`src/rtl/lift_pkg.sv`:
```
// Shared definitions for the 5/3 lifting path (row splitter and predict stage).
package lift_pkg;

    localparam int DATA_W  = 26;
    localparam int ADDR_W  = 7;
    localparam int MAX_ROW = 2 * (2 ** ADDR_W);

    typedef enum logic [1:0] {
        IDLE   = 2'd0,
        FILL   = 2'd1,
        EXTEND = 2'd2,
        DONE   = 2'd3
    } lift_state_e;

    typedef struct packed {
        logic              we;
        logic [ADDR_W-1:0] addr;
        logic [DATA_W-1:0] din;
    } wr_port_t;

endpackage

```
`src/rtl/lift_row_split_if.sv`:
```
// Valid/ready sample stream feeding the row splitter.
interface lift_row_split_if;
    import lift_pkg::*;

    logic [DATA_W-1:0] data;
    logic              valid;
    logic              ready;

    modport master (output data, output valid, input ready);
    modport slave  (input data, input valid, output ready);

endinterface

```
`src/rtl/lift_row_split.sv`:
```
// De-interleaves one sample row into even/odd/left/right pixel RAMs and
// writes the right-edge symmetric extension before signalling done.
//
// state  | meaning
// IDLE   | waiting for start; rejects odd row lengths with err
// FILL   | accepting samples, one RAM write set per beat
// EXTEND | writes r[K-1] = last even sample
// DONE   | raises done next cycle, returns to IDLE
module lift_row_split
    import lift_pkg::*;
(
    input  logic                clk,
    input  logic                rst,
    input  logic                start_i,
    input  logic [ADDR_W:0]     row_len_i,
    lift_row_split_if.slave     in_if,
    output logic [ADDR_W-1:0]   pix_addr_even_o,
    output logic [DATA_W-1:0]   pix_din_even_o,
    output logic                pix_we_even_o,
    output logic [ADDR_W-1:0]   pix_addr_odd_o,
    output logic [DATA_W-1:0]   pix_din_odd_o,
    output logic                pix_we_odd_o,
    output logic [ADDR_W-1:0]   pix_addr_l_o,
    output logic [DATA_W-1:0]   pix_din_l_o,
    output logic                pix_we_l_o,
    output logic [ADDR_W-1:0]   pix_addr_r_o,
    output logic [DATA_W-1:0]   pix_din_r_o,
    output logic                pix_we_r_o,
    output logic                busy_o,
    output logic                done_o,
    output logic                err_o
);

    lift_state_e       state_q, state_d;
    logic [ADDR_W:0]   idx_q, idx_d;
    // K is held modulo 2^ADDR_W: a full 256-sample row stores K=0, which still
    // yields the right last index (2K-1 wraps to 255) and last address (K-1 = 127).
    logic [ADDR_W-1:0] k_q, k_d;
    logic [DATA_W-1:0] last_even_q, last_even_d;
    wr_port_t          wr_even_q, wr_even_d;
    wr_port_t          wr_odd_q, wr_odd_d;
    wr_port_t          wr_l_q, wr_l_d;
    wr_port_t          wr_r_q, wr_r_d;
    logic              busy_q, busy_d;
    logic              done_q, done_d;
    logic              err_q, err_d;

    logic              beat;
    logic [ADDR_W-1:0] half;
    logic [ADDR_W:0]   last_idx;

    assign in_if.ready = (state_q == FILL);
    assign beat        = in_if.valid && (state_q == FILL);
    assign half        = idx_q[ADDR_W:1];
    assign last_idx    = {k_q, 1'b0} - {{ADDR_W{1'b0}}, 1'b1};

    always_comb begin
        state_d     = state_q;
        idx_d       = idx_q;
        k_d         = k_q;
        last_even_d = last_even_q;
        wr_even_d   = wr_even_q;
        wr_even_d.we = 1'b0;
        wr_odd_d    = wr_odd_q;
        wr_odd_d.we = 1'b0;
        wr_l_d      = wr_l_q;
        wr_l_d.we   = 1'b0;
        wr_r_d      = wr_r_q;
        wr_r_d.we   = 1'b0;
        busy_d      = busy_q;
        done_d      = 1'b0;
        err_d       = 1'b0;

        case (state_q)
            IDLE: begin
                busy_d = 1'b0;
                if (start_i) begin
                    if (row_len_i[0]) begin
                        err_d = 1'b1;
                    end else begin
                        k_d     = row_len_i[ADDR_W:1];
                        idx_d   = '0;
                        busy_d  = 1'b1;
                        state_d = FILL;
                    end
                end
            end
            FILL: begin
                if (beat) begin
                    idx_d = idx_q + 1'b1;
                    if (!idx_q[0]) begin
                        wr_even_d   = '{we: 1'b1, addr: half, din: in_if.data};
                        wr_l_d      = '{we: 1'b1, addr: half, din: in_if.data};
                        last_even_d = in_if.data;
                        if (half != '0) begin
                            wr_r_d = '{we: 1'b1, addr: half - 1'b1, din: in_if.data};
                        end
                    end else begin
                        wr_odd_d = '{we: 1'b1, addr: half, din: in_if.data};
                    end
                    if (idx_q == last_idx) begin
                        state_d = EXTEND;
                    end
                end
            end
            EXTEND: begin
                wr_r_d  = '{we: 1'b1, addr: k_q - 1'b1, din: last_even_q};
                state_d = DONE;
            end
            DONE: begin
                done_d  = 1'b1;
                state_d = IDLE;
            end
            default: state_d = IDLE;
        endcase
    end

    always_ff @(posedge clk or posedge rst) begin
        if (rst) begin
            state_q     <= IDLE;
            idx_q       <= '0;
            k_q         <= '0;
            last_even_q <= '0;
            wr_even_q   <= '0;
            wr_odd_q    <= '0;
            wr_l_q      <= '0;
            wr_r_q      <= '0;
            busy_q      <= 1'b0;
            done_q      <= 1'b0;
            err_q       <= 1'b0;
        end else begin
            state_q     <= state_d;
            idx_q       <= idx_d;
            k_q         <= k_d;
            last_even_q <= last_even_d;
            wr_even_q   <= wr_even_d;
            wr_odd_q    <= wr_odd_d;
            wr_l_q      <= wr_l_d;
            wr_r_q      <= wr_r_d;
            busy_q      <= busy_d;
            done_q      <= done_d;
            err_q       <= err_d;
        end
    end

    assign pix_addr_even_o = wr_even_q.addr;
    assign pix_din_even_o  = wr_even_q.din;
    assign pix_we_even_o   = wr_even_q.we;
    assign pix_addr_odd_o  = wr_odd_q.addr;
    assign pix_din_odd_o   = wr_odd_q.din;
    assign pix_we_odd_o    = wr_odd_q.we;
    assign pix_addr_l_o    = wr_l_q.addr;
    assign pix_din_l_o     = wr_l_q.din;
    assign pix_we_l_o      = wr_l_q.we;
    assign pix_addr_r_o    = wr_r_q.addr;
    assign pix_din_r_o     = wr_r_q.din;
    assign pix_we_r_o      = wr_r_q.we;
    assign busy_o          = busy_q;
    assign done_o          = done_q;
    assign err_o           = err_q;

endmodule

```
`src/flat_wrapper.sv`:
```
// flat-port wrapper written by rule: the top's interface ports become plain ports
module lift_row_split_flat import lift_pkg::*;
  (clk, rst, start_i, row_len_i, pix_addr_even_o, pix_din_even_o, pix_we_even_o, pix_addr_odd_o, pix_din_odd_o, pix_we_odd_o, pix_addr_l_o, pix_din_l_o, pix_we_l_o, pix_addr_r_o, pix_din_r_o, pix_we_r_o, busy_o, done_o, err_o, in_if_data, in_if_valid, in_if_ready);
  lift_row_split_if in_if_i ();
  input  logic clk;
  input  logic rst;
  input  logic start_i;
  input  logic [ADDR_W:0] row_len_i;
  output logic [ADDR_W-1:0] pix_addr_even_o;
  output logic [DATA_W-1:0] pix_din_even_o;
  output logic pix_we_even_o;
  output logic [ADDR_W-1:0] pix_addr_odd_o;
  output logic [DATA_W-1:0] pix_din_odd_o;
  output logic pix_we_odd_o;
  output logic [ADDR_W-1:0] pix_addr_l_o;
  output logic [DATA_W-1:0] pix_din_l_o;
  output logic pix_we_l_o;
  output logic [ADDR_W-1:0] pix_addr_r_o;
  output logic [DATA_W-1:0] pix_din_r_o;
  output logic pix_we_r_o;
  output logic busy_o;
  output logic done_o;
  output logic err_o;
  input wire logic [$bits(in_if_i.data)-1:0] in_if_data;
  input wire logic [$bits(in_if_i.valid)-1:0] in_if_valid;
  output wire logic [$bits(in_if_i.ready)-1:0] in_if_ready;
  assign in_if_i.data = in_if_data;
  assign in_if_i.valid = in_if_valid;
  assign in_if_ready = in_if_i.ready;
  lift_row_split u_core (.clk(clk), .rst(rst), .start_i(start_i), .row_len_i(row_len_i), .in_if(in_if_i), .pix_addr_even_o(pix_addr_even_o), .pix_din_even_o(pix_din_even_o), .pix_we_even_o(pix_we_even_o), .pix_addr_odd_o(pix_addr_odd_o), .pix_din_odd_o(pix_din_odd_o), .pix_we_odd_o(pix_we_odd_o), .pix_addr_l_o(pix_addr_l_o), .pix_din_l_o(pix_din_l_o), .pix_we_l_o(pix_we_l_o), .pix_addr_r_o(pix_addr_r_o), .pix_din_r_o(pix_din_r_o), .pix_we_r_o(pix_we_r_o), .busy_o(busy_o), .done_o(done_o), .err_o(err_o));
endmodule
```
`config.mk`:
```
export PLATFORM = sky130hd
export DESIGN_NAME = lift_row_split_flat
export DESIGN_NICKNAME = d
export VERILOG_FILES = /design/src/rtl/lift_pkg.sv /design/src/rtl/lift_row_split_if.sv /design/src/rtl/lift_row_split.sv /design/src/flat_wrapper.sv
export SDC_FILE = /design/constraint.sdc
export NUM_CORES = 1
export LEC_CHECK = 0
export BUFFER_PORTS_ARGS = -buffer_cell sky130_fd_sc_hd__buf_2
export CORE_MARGIN = 8
export CORE_UTILIZATION = 55
export DETAILED_ROUTE_END_ITERATION = 10
export GPL_TIMING_DRIVEN = 0
export PLACE_DENSITY = 0.92
export SYNTH_ARGS = -nofsm -noshare
export SYNTH_HDL_FRONTEND = slang
export SYNTH_SLANG_ARGS = --single-unit
```
`constraint.sdc`:
```
create_clock -name clk -period 7.3 [get_ports clk]
set_clock_uncertainty 0.2 [all_clocks]
set_input_delay 1.095 -clock clk [delete_from_list [all_inputs] [get_ports clk]]
set_output_delay 1.095 -clock clk [all_outputs]
set_load 0.1 [all_outputs]
```
; ---- Word level (Yosys, flattened, before mapping)
; Cells that the tools add are included.
[classes]
reduce_logical = 11
bitwise_logic = 2
add_sub_neg = 4
n_mux = 25
eq_ne = 10
[op_table]
columns = operator, count
row1 = two-way mux 34 bit, 9
row2 = one-hot mux 34 bit (2 select lines), 1
row3 = two-way mux 8 bit, 3
row4 = one-hot mux 8 bit (2 select lines), 1
row5 = subtractor 7 x 1 -> 7 bit (second input constant), 2
row6 = AND reduction 4 bit, 3
row7 = AND reduction 3 bit, 3
row8 = adder 8 x 1 -> 8 bit (second input constant), 1
row9 = equality test 8 bit, 1
row10 = two-way mux 2 bit, 4
row11 = one-hot mux 2 bit (4 select lines), 1
row12 = subtractor 8 x 1 -> 8 bit (second input constant), 1
row13 = nonzero test 7 bit, 1
row14 = two-way mux 1 bit, 6
row15 = != test 2 x 1 -> 1 bit (second input constant), 3
row16 = != test 2 bit (second input constant), 3
row17 = equality test 2 bit (second input constant), 2
row18 = nonzero test 2 bit, 2
row19 = equality test 2 x 1 -> 1 bit (second input constant), 1
row20 = zero test 2 bit, 1
row21 = NOT 1 bit, 2
row22 = logical AND 1 bit, 1
[word_totals]
out_inout_bits = 140
ff_bits = 122
in_bits = 38
elab_cells = 67

; ---- Logic depth before layout (Yosys ltp)
[depth]
depth_word = 5
mapped_depth = 9
mapped_depth_nobuf = 7

; ---- Worst setup path before layout
; No wires, ideal clock.
[synth_timing]
kind = reg2reg
startpoint = reg u_core.state_q[1]
endpoint = reg u_core.wr_r_q, in the netlist u_core.pix_din_r_o[0]
n_path_buf = 2
path_stages_with_launch = 9
setup_slack_ns = 4.555
t_arrival_ns = 2.467
t_required_ns = 7.022
setup_time_ns = 0.078
synth_period_minus_slack_ns = 2.745
path_cell_list = dfrtp_1 -> inv_1 -> ha_1 -> buf_6 -> nand3_1 -> a31oi_2 -> clkbuf_1 -> a22oi_1 -> a21oi_1
[synth_between]
elab_chain_cells = 4
word_cells_on_any_way = 9
cone_classes = eq/ne: 5 / mux: 1 / reduce/logical: 3
[synth_lines]
columns = item, line
row1 = from (decl), lift_row_split.sv:34  ; lift_state_e state_q, state_d;
row2 = from (signal assigned), lift_row_split.sv:132  ; state_q <= state_d;
row3 = equality test 2 x 1 -> 1 bit (*), -
row4 = net in_if_ready, flat_wrapper.sv:26  ; output wire logic [$bits(in_if_i.ready)-1:0] in_if_ready;
row5 = logical AND 1 bit, lift_row_split.sv:53  ; assign beat = in_if.valid && (state_q == FILL);
row6 = != test 2 x 1 -> 1 bit (no line), -
row7 = AND reduction 4 bit (no line), -
row8 = to (signal assigned), lift_row_split.sv:139  ; wr_r_q <= wr_r_d;
row9 = to (decl), lift_row_split.sv:43  ; wr_port_t wr_r_q, wr_r_d;
; The timed path passes the listed nets; every way through them passes the cells marked *.
; A chain may end at the register's enable or synchronous reset.

; ---- Worst setup path after layout
[layout_timing]
startpoint = reg u_core.state_q[1]
endpoint = out in_if_ready
[layout_between]
elab_chain_cells = 1
[layout_lines]
columns = item, line
row1 = equality test 2 x 1 -> 1 bit, lift_row_split.sv:52  ; assign in_if.ready = (state_q == FILL);
row2 = to (decl), flat_wrapper.sv:26
; No other way between the ends.

==> metrics.cfg <==
[synthesis]
synth-async-reset-ratio_pct = 100.0
syn-instance-count = 531
synth.top_cell.area_share_pct = 54.43
syn_area_per_cell_sq_um = 10.56
yosys_most_used_dff = dfrtp_1
synth_nets = 578
yosysUniqueCellTypes = 47
yosysWarnings = 0
synth_edf_count = 0
yosysTopAreaCell = dfrtp_1
synth-seq-cells = 122
syn-cell-area_sq_um = 5609
synthTopCellsByArea = dfrtp_1 (54%), nand2_1 (6.8%), mux2_1 (4.8%)
ys_seq_area_share_pct = 54.43

[global_routing]
grt_start_max_net_pins = 63
grt_pass1_wl_mm = 24.64
overflow = 0
antenna_found_initial = 1
track_usage_pct = 23.60
grt_pass1_vias = 4978

[floorplanning]
start_util_pct = 55.58
row_count = 37
core-area_sq_um = 10090
die_w_um = 117.0
io_pins = 178
die-area_sq_um = 13690
die_h_um = 117.0

[detailed_routing]
first_iter_violations = 434
antenna_left = 0
routed-via-count = 4771
post_drt_wl_per_cell_um = 18.38
avgViaCountPerCell = 5.440
drc = 0
drt_first_pass_iters = 5
drt-total-wl_mm = 16.12

[cts]
ctsHtreeMaxLevel = 4
root_buffer = clkbuf_8
cts_tree = built
cts_setup_buffers = 0
cts_inserted_buffers = 17
cts_max_path_buffers = 2
clock_latency_ps = 510
numClockSinks = 122
clk_pin_slew_ps = 60
holdBufCountCts = 0
cts_resized = 0

[placement]
io_buffers = 176
gp_congestion = 0.9008
hpwl_mm = 11.89

[sta]
max_freq_ghz = 0.3274
hold_violations = 0
drv_slew = 0
final-setup-viol-count = 0
relSlewSlack_pct = 61.37
rsz0062_at_grt = no
timing.final.crit_period_ps = 3054
worst_slew_pin_slew_ps = 577.8
tns_ps = 0
final.period_utilization_pct = 41.84

[critical_path]
slowest_delay_ps = 460
end_kind = primary output
crit_fanout = 5
worstPathCellList = inv_1 > ha_1 > buf_2
critPathSlowestCell = buf_2
cp.arrival_ps = 1760
cp.required_ps = 6000
start_kind = flop
worstSetupPathType = flop to primary output

[hold_path]
hold_path.class = flop to flop

[cells_and_area]
nets = 774
drive_above_1_share_pct = 38.11
area_delta_synth_final_pct = 30.74

[flow_run]
cap_violations = 0

[run_status]
status = complete, no violations

worst max-delay path, delay by kind of cell (launching register included):
family	cells	cell delay, ps
flops	1	420
fa+ha+maj	1	260
buf+inv	2	570
cell type report:
class                   instances  area (sq um)
repair buffers                177         908.4
multi-input cells             331          2106
diodes                          1         2.502
flip-flops and latches        122          3053
well taps                     136         170.2
plain buffers                  66         405.4
clock inverters                14         220.2
fillers                       745          2759
inverters                      12         50.05
clock buffers                  18         417.9
cells by family after synthesis:
logic type / after synthesis / synth area share [%]
AND/OR/NAND/NOR: 171 / 13.21
flip-flops: 122 / 54.43
AO/OA/AOI/OAI: 87 / 10.24
buffers and inverters: 78 / 8.030
multiplexers: 39 / 7.807
XOR/XNOR: 25 / 4.283
adder cells (fa/ha/maj): 9 / 2.008
metal layers:
layer | vias up | track usage (%) | routed length [um]
li1 | 2138 | - | -
met1 | 2349 | 25.32 | 5920
met2 | 243 | 41.98 | 8440
met3 | 41 | 6.362 | 1253
met4 | 0 | 12.03 | 504
met5 | - | 0 | 0
placed cells by master, fill, tap and decap left out, types with 3 or more instances in the layout:
cell	netlist	final
xnor2_1	10	10
bufinv_16	0	5
a22oi_1	33	33
nand2_1	101	101
buf_2	12	188
xor2_1	13	13
nor2_1	42	42
nand2b_1	7	7
clkinvlp_4	0	4
mux2_2	14	14
clkbuf_16	0	16
inv_6	0	3
dfrtp_1	122	122
ha_1	9	9
a22o_1	3	3
a21oi_1	32	32
nand3_1	5	5
buf_4	34	34
clkbuf_1	16	17
o21ai_0	8	8
mux2_1	24	24
inv_1	11	10
flip-flops by register name (all words and copies together), names as in the netlist, 2 cells and up:
name,cells
u_core.last_even_q,26
u_core.k_q,7
u_core.pix_addr_odd_o,7
u_core.pix_addr_r_o,7
u_core.pix_din_odd_o,26
u_core.pix_addr_even_o,7
u_core.pix_din_r_o,26
u_core.idx_q,8
u_core.state_q,2
stage by stage:
stage	worst slack, ps	cell area [sq um]	cells	hold WS (ps)	util, %
3_3_place_gp	1619	6660	843	256.1	65.99
4_1_cts	4247	7331	876	288.2	72.64
6_report	4246	7333	877	284.5	72.66
2_1_floorplan	2762	5609	531	317.3	-
3_5_place_dp	4382	6693	844	275.5	66.32
5_1_grt	4202	7333	877	303.8	72.66
worst paths after layout:
kind / end / slack, ps / cells after the start / startpoint
worst min register to register: u_core.pix_addr_odd_o[4] / 280 / 1 / u_core.pix_addr_odd_o[4]
worst max-delay path: in_if_ready / 4250 / 3 / u_core.state_q[1]
max in group asynchronous: u_core.pix_addr_even_o[4] / 5770 / 3 / rst
worst min-delay path: u_core.pix_addr_odd_o[4] / 280 / 1 / u_core.pix_addr_odd_o[4]
worst max register to register: u_core.pix_addr_r_o[4] / 4710 / 8 / u_core.state_q[1]
min in group asynchronous: u_core.pix_din_odd_o[8] / 450 / 2 / rst
synthesized netlist by cell type, drive strengths merged (2+ instances only):
master and instances:
and3 2, a31oi 2, mux2 38, a22oi 33
nand2b 7, o21ai 9, nor4 2, nor3 4
dfrtp 122, inv 12, nand2 101, xor2 13
nand3 5, nor2 42, buf 50, a22o 3
xnor2 11, clkbuf 16, ha 9, a21oi 32
Power is left out: the tool's default activity adds up to more than one toggle a clock period on the data nets, which glitch-free logic cannot reach.
